--- src/rtl/button_debouncer.sv ---
// Push-button synchroniser and bounce filter producing a clean, registered level.
// Optional BTN_ACTIVE_LOW_EN: inverts btn_in ahead of the synchroniser for pull-up buttons.
module button_debouncer #(
  parameter int unsigned SYNC_STAGES     = 2,
  parameter int unsigned DEBOUNCE_CYCLES = 16
) (
  input  logic clk,
  input  logic reset_n,
  input  logic btn_in,
  output logic btn_level,
  output logic bouncing
);

  localparam int unsigned     CNT_W    = $clog2(DEBOUNCE_CYCLES);
  localparam logic [CNT_W-1:0] CNT_LAST = CNT_W'(DEBOUNCE_CYCLES - 1);

  typedef enum logic [1:0] {
    IDLE_LOW  = 2'b00,
    WAIT_HIGH = 2'b01,
    IDLE_HIGH = 2'b10,
    WAIT_LOW  = 2'b11
  } state_t;

  state_t                 state;
  state_t                 state_nxt;
  logic [CNT_W-1:0]       cnt;
  logic [CNT_W-1:0]       cnt_nxt;
  logic                   level_nxt;
  logic                   bouncing_nxt;
  logic                   btn_raw;
  logic [SYNC_STAGES-1:0] sync_ff;
  logic                   sync_q;

`ifdef BTN_ACTIVE_LOW_EN
  assign btn_raw = ~btn_in;
`else
  assign btn_raw = btn_in;
`endif

  // Synchroniser chain; reset value 0 means "released" in either polarity.
  always_ff @(posedge clk or negedge reset_n) begin
    if (!reset_n) begin
      sync_ff <= '0;
    end else begin
      sync_ff <= {sync_ff[SYNC_STAGES-2:0], btn_raw};
    end
  end

  assign sync_q = sync_ff[SYNC_STAGES-1];

  always_ff @(posedge clk or negedge reset_n) begin
    if (!reset_n) begin
      state     <= IDLE_LOW;
      cnt       <= '0;
      btn_level <= 1'b0;
      bouncing  <= 1'b0;
    end else begin
      state     <= state_nxt;
      cnt       <= cnt_nxt;
      btn_level <= level_nxt;
      bouncing  <= bouncing_nxt;
    end
  end

  // Qualification: a new level commits only after DEBOUNCE_CYCLES consecutive differing samples.
  always_comb begin
    state_nxt = state;
    cnt_nxt   = cnt;
    level_nxt = btn_level;
    case (state)
      IDLE_LOW: begin
        if (sync_q) begin
          state_nxt = WAIT_HIGH;
          cnt_nxt   = CNT_W'(1);
        end else begin
          cnt_nxt = '0;
        end
      end
      WAIT_HIGH: begin
        if (!sync_q) begin
          state_nxt = IDLE_LOW;
          cnt_nxt   = '0;
        end else if (cnt == CNT_LAST) begin
          state_nxt = IDLE_HIGH;
          level_nxt = 1'b1;
          cnt_nxt   = '0;
        end else begin
          cnt_nxt = cnt + CNT_W'(1);
        end
      end
      IDLE_HIGH: begin
        if (!sync_q) begin
          state_nxt = WAIT_LOW;
          cnt_nxt   = CNT_W'(1);
        end else begin
          cnt_nxt = '0;
        end
      end
      WAIT_LOW: begin
        if (sync_q) begin
          state_nxt = IDLE_HIGH;
          cnt_nxt   = '0;
        end else if (cnt == CNT_LAST) begin
          state_nxt = IDLE_LOW;
          level_nxt = 1'b0;
          cnt_nxt   = '0;
        end else begin
          cnt_nxt = cnt + CNT_W'(1);
        end
      end
      default: begin
        state_nxt = IDLE_LOW;
        cnt_nxt   = '0;
      end
    endcase
    bouncing_nxt = (state_nxt == WAIT_HIGH) || (state_nxt == WAIT_LOW);
  end

endmodule

--- config.mk ---
export PLATFORM = sky130hd
export DESIGN_NAME = button_debouncer
export DESIGN_NICKNAME = d
export VERILOG_FILES = /design/src/rtl/button_debouncer.sv
export SDC_FILE = /design/constraint.sdc
export NUM_CORES = 1
export LEC_CHECK = 0
export BUFFER_PORTS_ARGS = -buffer_cell sky130_fd_sc_hd__buf_4
export CAP_MARGIN = 20
export CORE_AREA = 10 10 47 49
export CTS_CLUSTER_DIAMETER = 200
export DETAILED_ROUTE_END_ITERATION = 8
export DIE_AREA = 0 0 57 59
export SYNTH_ARGS = -nofsm -noshare
export SYNTH_HDL_FRONTEND = slang
export SYNTH_SLANG_ARGS = --single-unit
--- constraint.sdc ---
create_clock -name clk -period 1.4 [get_ports clk]
set_input_delay 0.14 -clock clk [delete_from_list [all_inputs] [get_ports clk]]
set_output_delay 0.14 -clock clk [all_outputs]
set_load 0.005 [all_outputs]
* Word level (Yosys, flattened, before mapping) *
Index checks and enable logic that the tools add are counted.

operators by class
  multiplexer cells = 18
  reductions and logical operators = 4
  add/sub/neg operators = 1
  eq/ne operators = 10

operators by type and width
  kind                                                             count
  4-bit one-hot mux with 4 select lines                            1
  2-bit 2-to-1 mux                                                 6
  4-bit 2-to-1 mux                                                 3
  2-bit != test, second input constant                             4
  2-bit one-hot mux with 4 select lines                            1
  2-bit == test, second input constant                             3
  1-bit 2-to-1 mux                                                 6
  5-bit AND reduction                                              1
  4-bit by 1-bit adder with 4-bit output, second input constant    1
  2-bit by 1-bit == test with 1-bit output, second input constant  2
  4-bit == test, second input constant                             1
  2-bit logical NOT                                                1
  1-bit one-hot mux with 2 select lines                            1
  2-bit nonzero test                                               1
  1-bit logical OR                                                 1

word-level totals
  flip-flop bits (word level) = 10

* Depth between registers and ports, before layout *
Gate-level depths: netlist of the first run.

  word-level depth = 6
  depth in mapped cells = 4
  gate-level depth less buffers = 4

* Worst setup path before layout of the first run *
No wires, ideal clock.

  path kind = reg2reg
  from = register cnt[0]
  to = register btn_level
  arrival = 1.059 ns
  period minus slack after synthesis = 1.181 ns
  cell stages (with the launch flop) = 5
  path slack = 0.219 ns
  path buffers = 0
  required time = 1.279 ns
  path through = dfrtp_1 > ha_1 > and4_4 > a21boi_2 > o22a_1

on the way
  longest elaborated chain between the ends = 3
  elaborated cells on any way between the ends = 4
  those cells by class = eq/ne (3); reduce/logical (1)

RTL lines
  what                             RTL line  RTL
  start, declared                  26        logic [CNT_W-1:0] cnt;
  start signal, assigned           59        cnt <= cnt_nxt;
  4-bit == test *                  83, 103
  2-bit != test (no line)          -
  5-bit AND reduction (no line) *  -
  end signal, assigned             60        btn_level <= level_nxt;
  end, declared                    10        output logic btn_level,

Every way passes the cells marked *; elsewhere a longest branch is shown, timed or not.
A chain may end at the register's enable or synchronous reset.

* Final worst setup path of the first run *
Same ends and word-level chain as after synthesis.

==> metrics.yaml, run 1 <==
logic_synthesis:
  ys_types: 15
  synth_nets: 35
  synthSimpleGateAreaFrac_pct: 13.8
  ys_top_cells_by_count: "10 x dfrtp_1, 4 x nand2_1, 4 x nor2_1"
  yosys_warnings: 0
  yosys.area_share.adder_pct: 3.14
  yosys.area.top_type: "dfrtp_1"
  yosysTopAreaCellShare_pct: 62.9
  yosysMostFrequentCell: "dfrtp_1"
  synth_top_family_by_area: "simple AND/OR/NAND/NOR gates"
  synth-async-reset-ratio_pct: 100
  synth_edf_count: 0
  synth-compound-area-share_pct: 13.5
  synth_ff_type: "dfrtp_1"
  muxShareOfSynthArea_pct: 0
  synthXorXnorAreaFrac_pct: 6.60
  netlist_instances: 31
  synthesis.area_per_instance_um2: 12.8
  syn_area_um2: 398
  yosys-top-cells-area: "dfrtp_1 63%, xnor2_1 4.4%, a311oi_2 3.8%, nand2_1 3.8%, nor2_1 3.8%"
  ys_ff_latch: 10
  yosysSeqAreaShare_pct: 62.9
power:
  power_density_nw_per_um2: 1070
  p_leak_nw: 0.243
  ir_drop_v: 0.000502
  fin_total_pwr_uw: 524
worst_setup_path:
  r2r_cells: 4
  worst-r2r-setup-slack_ps: 100
  cp_data_required_time_ps: 1550
  r2r-end: "btn_level"
  crit_chain: "ha_1 > and4_4 > a21boi_2 > o22a_1"
  cp_slowest_stage_delay_ps: 400
  critPathKind: "flop to flop"
  crit_arrival_ps: 1450
  crit_path_start_kind: "flop"
  slowest_stage: "dfrtp_1"
  path_max_fanout: 4
  crit_path_end_kind: "flop"
  rr_startpoint: "cnt[0]"
floorplan:
  core-area_um2: 1400
  die_w_um: 57
  ios: 5
  rows: 14
  dieArea_um2: 3360
  start_util_pct: 28.4
  die_h_um: 59
detailed_routing:
  wire_per_inst_um: 11.9
  drtIter0Drc: 1
  dr_total_vias: 268
  antenna_left: 0
  drt_pass1_iterations: 2
  wirelength_um: 664
  route.detailed.drc: 0
  viasPerCell: 4.79
placed_design:
  place_area_um2: 448
  place_hpwl_um: 468
  dpl_worst_slack_ps: 135
  port_buffers: 4
  place_inst: 51
  gp_congestion: 0.726
clock_network:
  cts_buffer_depth: 2
  clock-sinks: 10
  path_clk_slew_ps: 60
  cts_root_buf: "clkbuf_4"
  postCtsSetupBuffers: 0
  clkLatencyLatePin_ps: 260
  cts_tree: "yes"
  numCtsBuffers: 3
  htree_levels: 1
sta:
  rsz0062_at_grt: "no"
  finalSetupViolations: 0
  hold_viol: 0
  worst_slew_pin_slew_ps: 244
  fmax_mhz: 769
  skew_ps: 6.20
  final.setup.tns_ps: 0
  hold_ws_ps: 242
  max-slew-margin-rel_pct: 83.6
  setup_slack_ps: 100
  maxSlewViolCount: 0
  period_needed_ps: 1300
  post-route-period-util_pct: 92.8
layout:
  utilization_pct: 35.0
  diodes: 0
  drive_gt1_share_pct: 27.5
  design_area_um2: 490
  fin_cells: 56
  seqCellArea_um2: 250
  syn_to_final_growth_pct: 23.3
  fin_nets: 46
  fill_cells: 147
  multi_input_area_um2: 148
worst_hold_path:
  hp-class: "primary input to async pin"
global_routing:
  grt_pass1_wl_um: 1210
  grtUsageTotal_pct: 4.60
  antenna_found_initial: 0
  first_global_vias: 288
  grt_max_degree: 11
  grt_overflow: 0
run_status:
  status: "finished clean"
job:
  drv_cap: 0
## worst max-delay path, delay by kind of cell, from the launching register on
kind / cells / cell delay, ps
AND/OR/NAND/NOR: 1 / 270
AO/OA/AOI/OAI: 2 / 250
adder cells (fa/ha/maj): 1 / 270
flip-flops: 1 / 400
## cells by family (layout without fill, tap and decap cells)
logic type,Yosys count,after routing
compound gates,6,6
xor+xnor,3,3
fa+ha+maj,1,1
buf+inv,0,9
flops,10,10
simple gates,11,11
## registers in the layout, indices dropped and copies added, names as in the netlist
signal     flops
sync_ff        2
cnt            4
bouncing       1
state          2
btn_level      1
## placed cells by master (no fill, tap or decap)
cell	Yosys	layout
a21boi_2	1	1
a21o_1	1	1
a21oi_1	1	1
a311oi_2	1	1
a31oi_1	1	1
and3_2	1	1
and4_4	1	1
buf_4	0	4
clkbuf_4	0	3
dfrtp_1	10	10
dlygate4sd3_1	0	2
ha_1	1	1
nand2_1	4	4
nand4_1	1	1
nor2_1	4	4
o22a_1	1	1
xnor2_1	2	2
xor2_1	1	1
## cell type report
| type | instances | area share [%] |
|---|---|---|
| multi-input combinational | 21 | 30.1 |
| sequential | 10 | 51.0 |
| clock buffer | 3 | 4.59 |
| timing repair buffer | 6 | 10.2 |
| tap | 16 | 4.08 |
## report_power, final
| group | switching, mW | internal [mW] | leakage (nW) |
|---|---|---|---|
| logic | 0.0139 | 0.0158 | 0.101 |
| registers | 0.00886 | 0.299 | 0.128 |
| clock network | 0.0874 | 0.0988 | 0.0138 |
## worst max path at each step
stage	start	to	slack [ps]	cells past startpoint
3_3_place_gp	cnt[0]	btn_level	140	4
3_5_place_dp	cnt[0]	btn_level	130	4
5_1_grt	cnt[0]	btn_level	40	4
4_1_cts	cnt[0]	btn_level	100	4
2_1_floorplan	cnt[0]	btn_level	220	4
6_report	cnt[0]	btn_level	100	4
## metal layers
| metal | vias up | routed length, µm | track usage (%) |
|---|---|---|---|
| met5 | - | 0 | 0 |
| met2 | 7 | 282 | 5.89 |
| met3 | 3 | 25 | 1.93 |
| met1 | 127 | 342 | 5.66 |
| li1 | 131 | - | - |
| met4 | 0 | 13 | 4.03 |
## repair_timing
item | 4_1_cts | 5_1_grt
gates resized for setup | 0 | 0
hold endpoints to repair | 11 | 0
hold buffers | 2 | 0
Power figures use the tool's default switching activity.
==> inputs of run 2 (changes only) <==
- clock period: 1.4 -> 1.2 ns (I/O delays scaled with it)
==> run 2 against run 1 <==
Against the previous run: via count increased by 0.75%; utilization increased by 4.0 points; sequential cell count stayed put; global-route usage is 0.26 points lower; sequential share of layout area fell by 5.3 points; non-clock buffer count rose by 4; worst setup slack got worse by 61 ps; highest routed layer is now met3.
==> metrics.yaml, run 2 (synthesized netlist as in run 1, its figures left out) <==
layout:
  fin_nets: 50  # +8.7%
  fin_cells: 61  # +8.9%
  final_common_cell: "dfrtp_1"
  final_cell_mix: "10 x dfrtp_1, 8 x buf_4, 4 x nand2_1, 4 x nor2_1, 3 x clkbuf_4"
  top_register: "cnt"
  drive_gt1_share_pct: 37.8  # +10 points
  syn_to_final_growth_pct: 37.4
  largest_register_ffs: 4  # unchanged
  top_regs: "cnt x4, state x2, sync_ff x2"
  diodes: 0  # unchanged
worst_setup_path:
  cp_num_buf_inv: 0  # unchanged
  crit_path_end_kind: "flop"
  crit_path_start_kind: "flop"
  cp_data_required_time_ps: 1350  # -200 ps
  crit_arrival_ps: 1310  # -140 ps
  path_depth: 4  # unchanged
  cp_slowest_stage_delay_ps: 390  # about the same
  critPathTopFamily: "flip-flops"
  critPathKind: "flop to flop"
  r2r_cells: 4  # unchanged
  crit_chain: "ha_4 > and4_4 > a21boi_2 > o22a_1"
  path_max_fanout: 4  # unchanged
  slowest_stage: "dfrtp_1"
power:
  switching_power_uw: 140  # +27%
  p_comb_share_pct: 6.6  # +0.9 points
  ir_drop_v: 0.000771  # +54%
  p_leak_nw: 0.270  # +11%
  power_frac_clock_pct: 42.1  # +6.5 points
  power_density_nw_per_um2: 1280  # +20%
  pwr-share-seq_pct: 51.3  # -7.4 points
  p_sw_share_pct: 20.0  # -1.1 points
  internal_power_uw: 559  # +35%
placed_design:
  gp_congestion: 0.727  # +0.25%
  dpl_worst_slack_ps: -17.2  # -152 ps
  port_buffers: 4  # unchanged
  place_hpwl_um: 508  # +8.5%
  place_inst: 54  # +5.9%
global_routing:
  grt_pass1_wl_um: 1160  # -4.0%
  grtUsageTotal_pct: 4.34  # -0.26 points
  first_global_vias: 287  # -0.35%
  grt_overflow: 0  # unchanged
  antenna_found_initial: 0  # unchanged
  grt_max_degree: 11  # unchanged
sta:
  maxSlewViolCount: 0  # unchanged
  post-route-period-util_pct: 96.7  # +3.9 points
  hold_viol: 0  # unchanged
  setup_slack_ps: 39.4  # -60.8 ps
  period_needed_ps: 1160  # -139 ps
  worst_slew_pin_slew_ps: 231  # -13.0 ps
  finalSetupViolations: 0  # unchanged
  hold_ws_ps: 207  # -34.4 ps
  skew_ps: 3.17  # -3.04 ps
  fmax_mhz: 862  # +12%
  rsz0062_at_grt: "yes"
  max-slew-margin-rel_pct: 84.5  # +0.87 points
clock_network:
  clock-sinks: 10  # unchanged
  cts_tree: "yes"
  cts_buffer_depth: 2  # unchanged
  clkLatencyLatePin_ps: 260  # about the same
  numCtsBuffers: 3  # unchanged
  path_clk_slew_ps: 70  # about the same
  cts_root_buf: "clkbuf_4"
  htree_levels: 1  # unchanged
detailed_routing:
  route.met3.wl_um: 36  # +44%
  dr_total_vias: 270  # +0.75%
  antenna_left: 0  # unchanged
  wire_per_inst_um: 11.1  # -6.1%
  viasPerCell: 4.43  # -7.5%
  drtIter0Drc: 1  # unchanged
  wirelength_um: 679  # +2.3%
  met2WireLength_um: 327  # +16%
  route.detailed.drc: 0  # unchanged
  top_layer_used: "met3"
  drt_pass1_iterations: 3  # +1
  wl_met1_um: 315  # -7.9%
floorplan:
  start_util_pct: 28.4  # unchanged
  die_h_um: 59  # unchanged
  die_w_um: 57  # unchanged
  ios: 5  # unchanged
  dieArea_um2: 3360  # unchanged
  core-area_um2: 1400  # unchanged
  rows: 14  # unchanged
run_status:
  status: "finished clean"
worst_hold_path:
  hp-class: "primary input to async pin"
job:
  drv_cap: 0  # unchanged
[run 2: per-layer routing]
layer | up-vias | track usage, %
li1 | 139 | -
met1 | 127 | 4.57
met2 | 4 | 6.98
met3 | 0 | 1.72
met4 | 0 | 3.02
met5 | - | 0
[run 2: power groups by stage]
stage          clock network [mW]  logic (mW)  registers [mW]
4_1_cts                     0.308      0.0435           0.357
5_1_grt                     0.325      0.0521           0.360
3_3_place_gp                    0      0.0380           0.363
2_1_floorplan                   0      0.0137           0.363
6_report                    0.294      0.0463           0.358
3_5_place_dp                    0      0.0378           0.363
[run 2: final cells by class]
type	count	area (µm²)
tap	16	20.0
sequential	10	250
clock buffer	4	36.3
timing repair buffer	10	80.1
fill	135	855
multi-input combinational	21	160
[run 2: worst paths after layout]
path | slack, ps | to | start
worst min-delay path | 210 | sync_ff[0] | reset_n
worst max register to register | 40 | btn_level | cnt[1]
min in group clk | 350 | sync_ff[1] | sync_ff[0]
max in group asynchronous | 850 | cnt[1] | reset_n
worst min register to register | 350 | sync_ff[1] | sync_ff[0]
worst max-delay path | 40 | btn_level | cnt[1]
[run 2: timing repair]
| action | 4_1_cts | 5_1_grt |
|---|---|---|
| hold buffers | 2 | 0 |
| pin swaps | 0 | 1 |
| setup buffers | 0 | 1 |
| endpoints found under the setup margin | 1 | 1 |
| resized for setup | 1 | 1 |
| endpoints found under the hold margin | 11 | 0 |
| cloned | 0 | 0 |
[run 2: metrics by stage]
stage	utilization [%]	power, mW	area [µm²]	TNS (ps)
global placement	33.6	0.401	470	0
global route	39.0	0.737	547	-19.0
finish	39.0	0.699	547	0
CTS	37.8	0.708	529	0
detailed placement	33.6	0.401	470	-17.2
floorplan	-	0.376	398	0
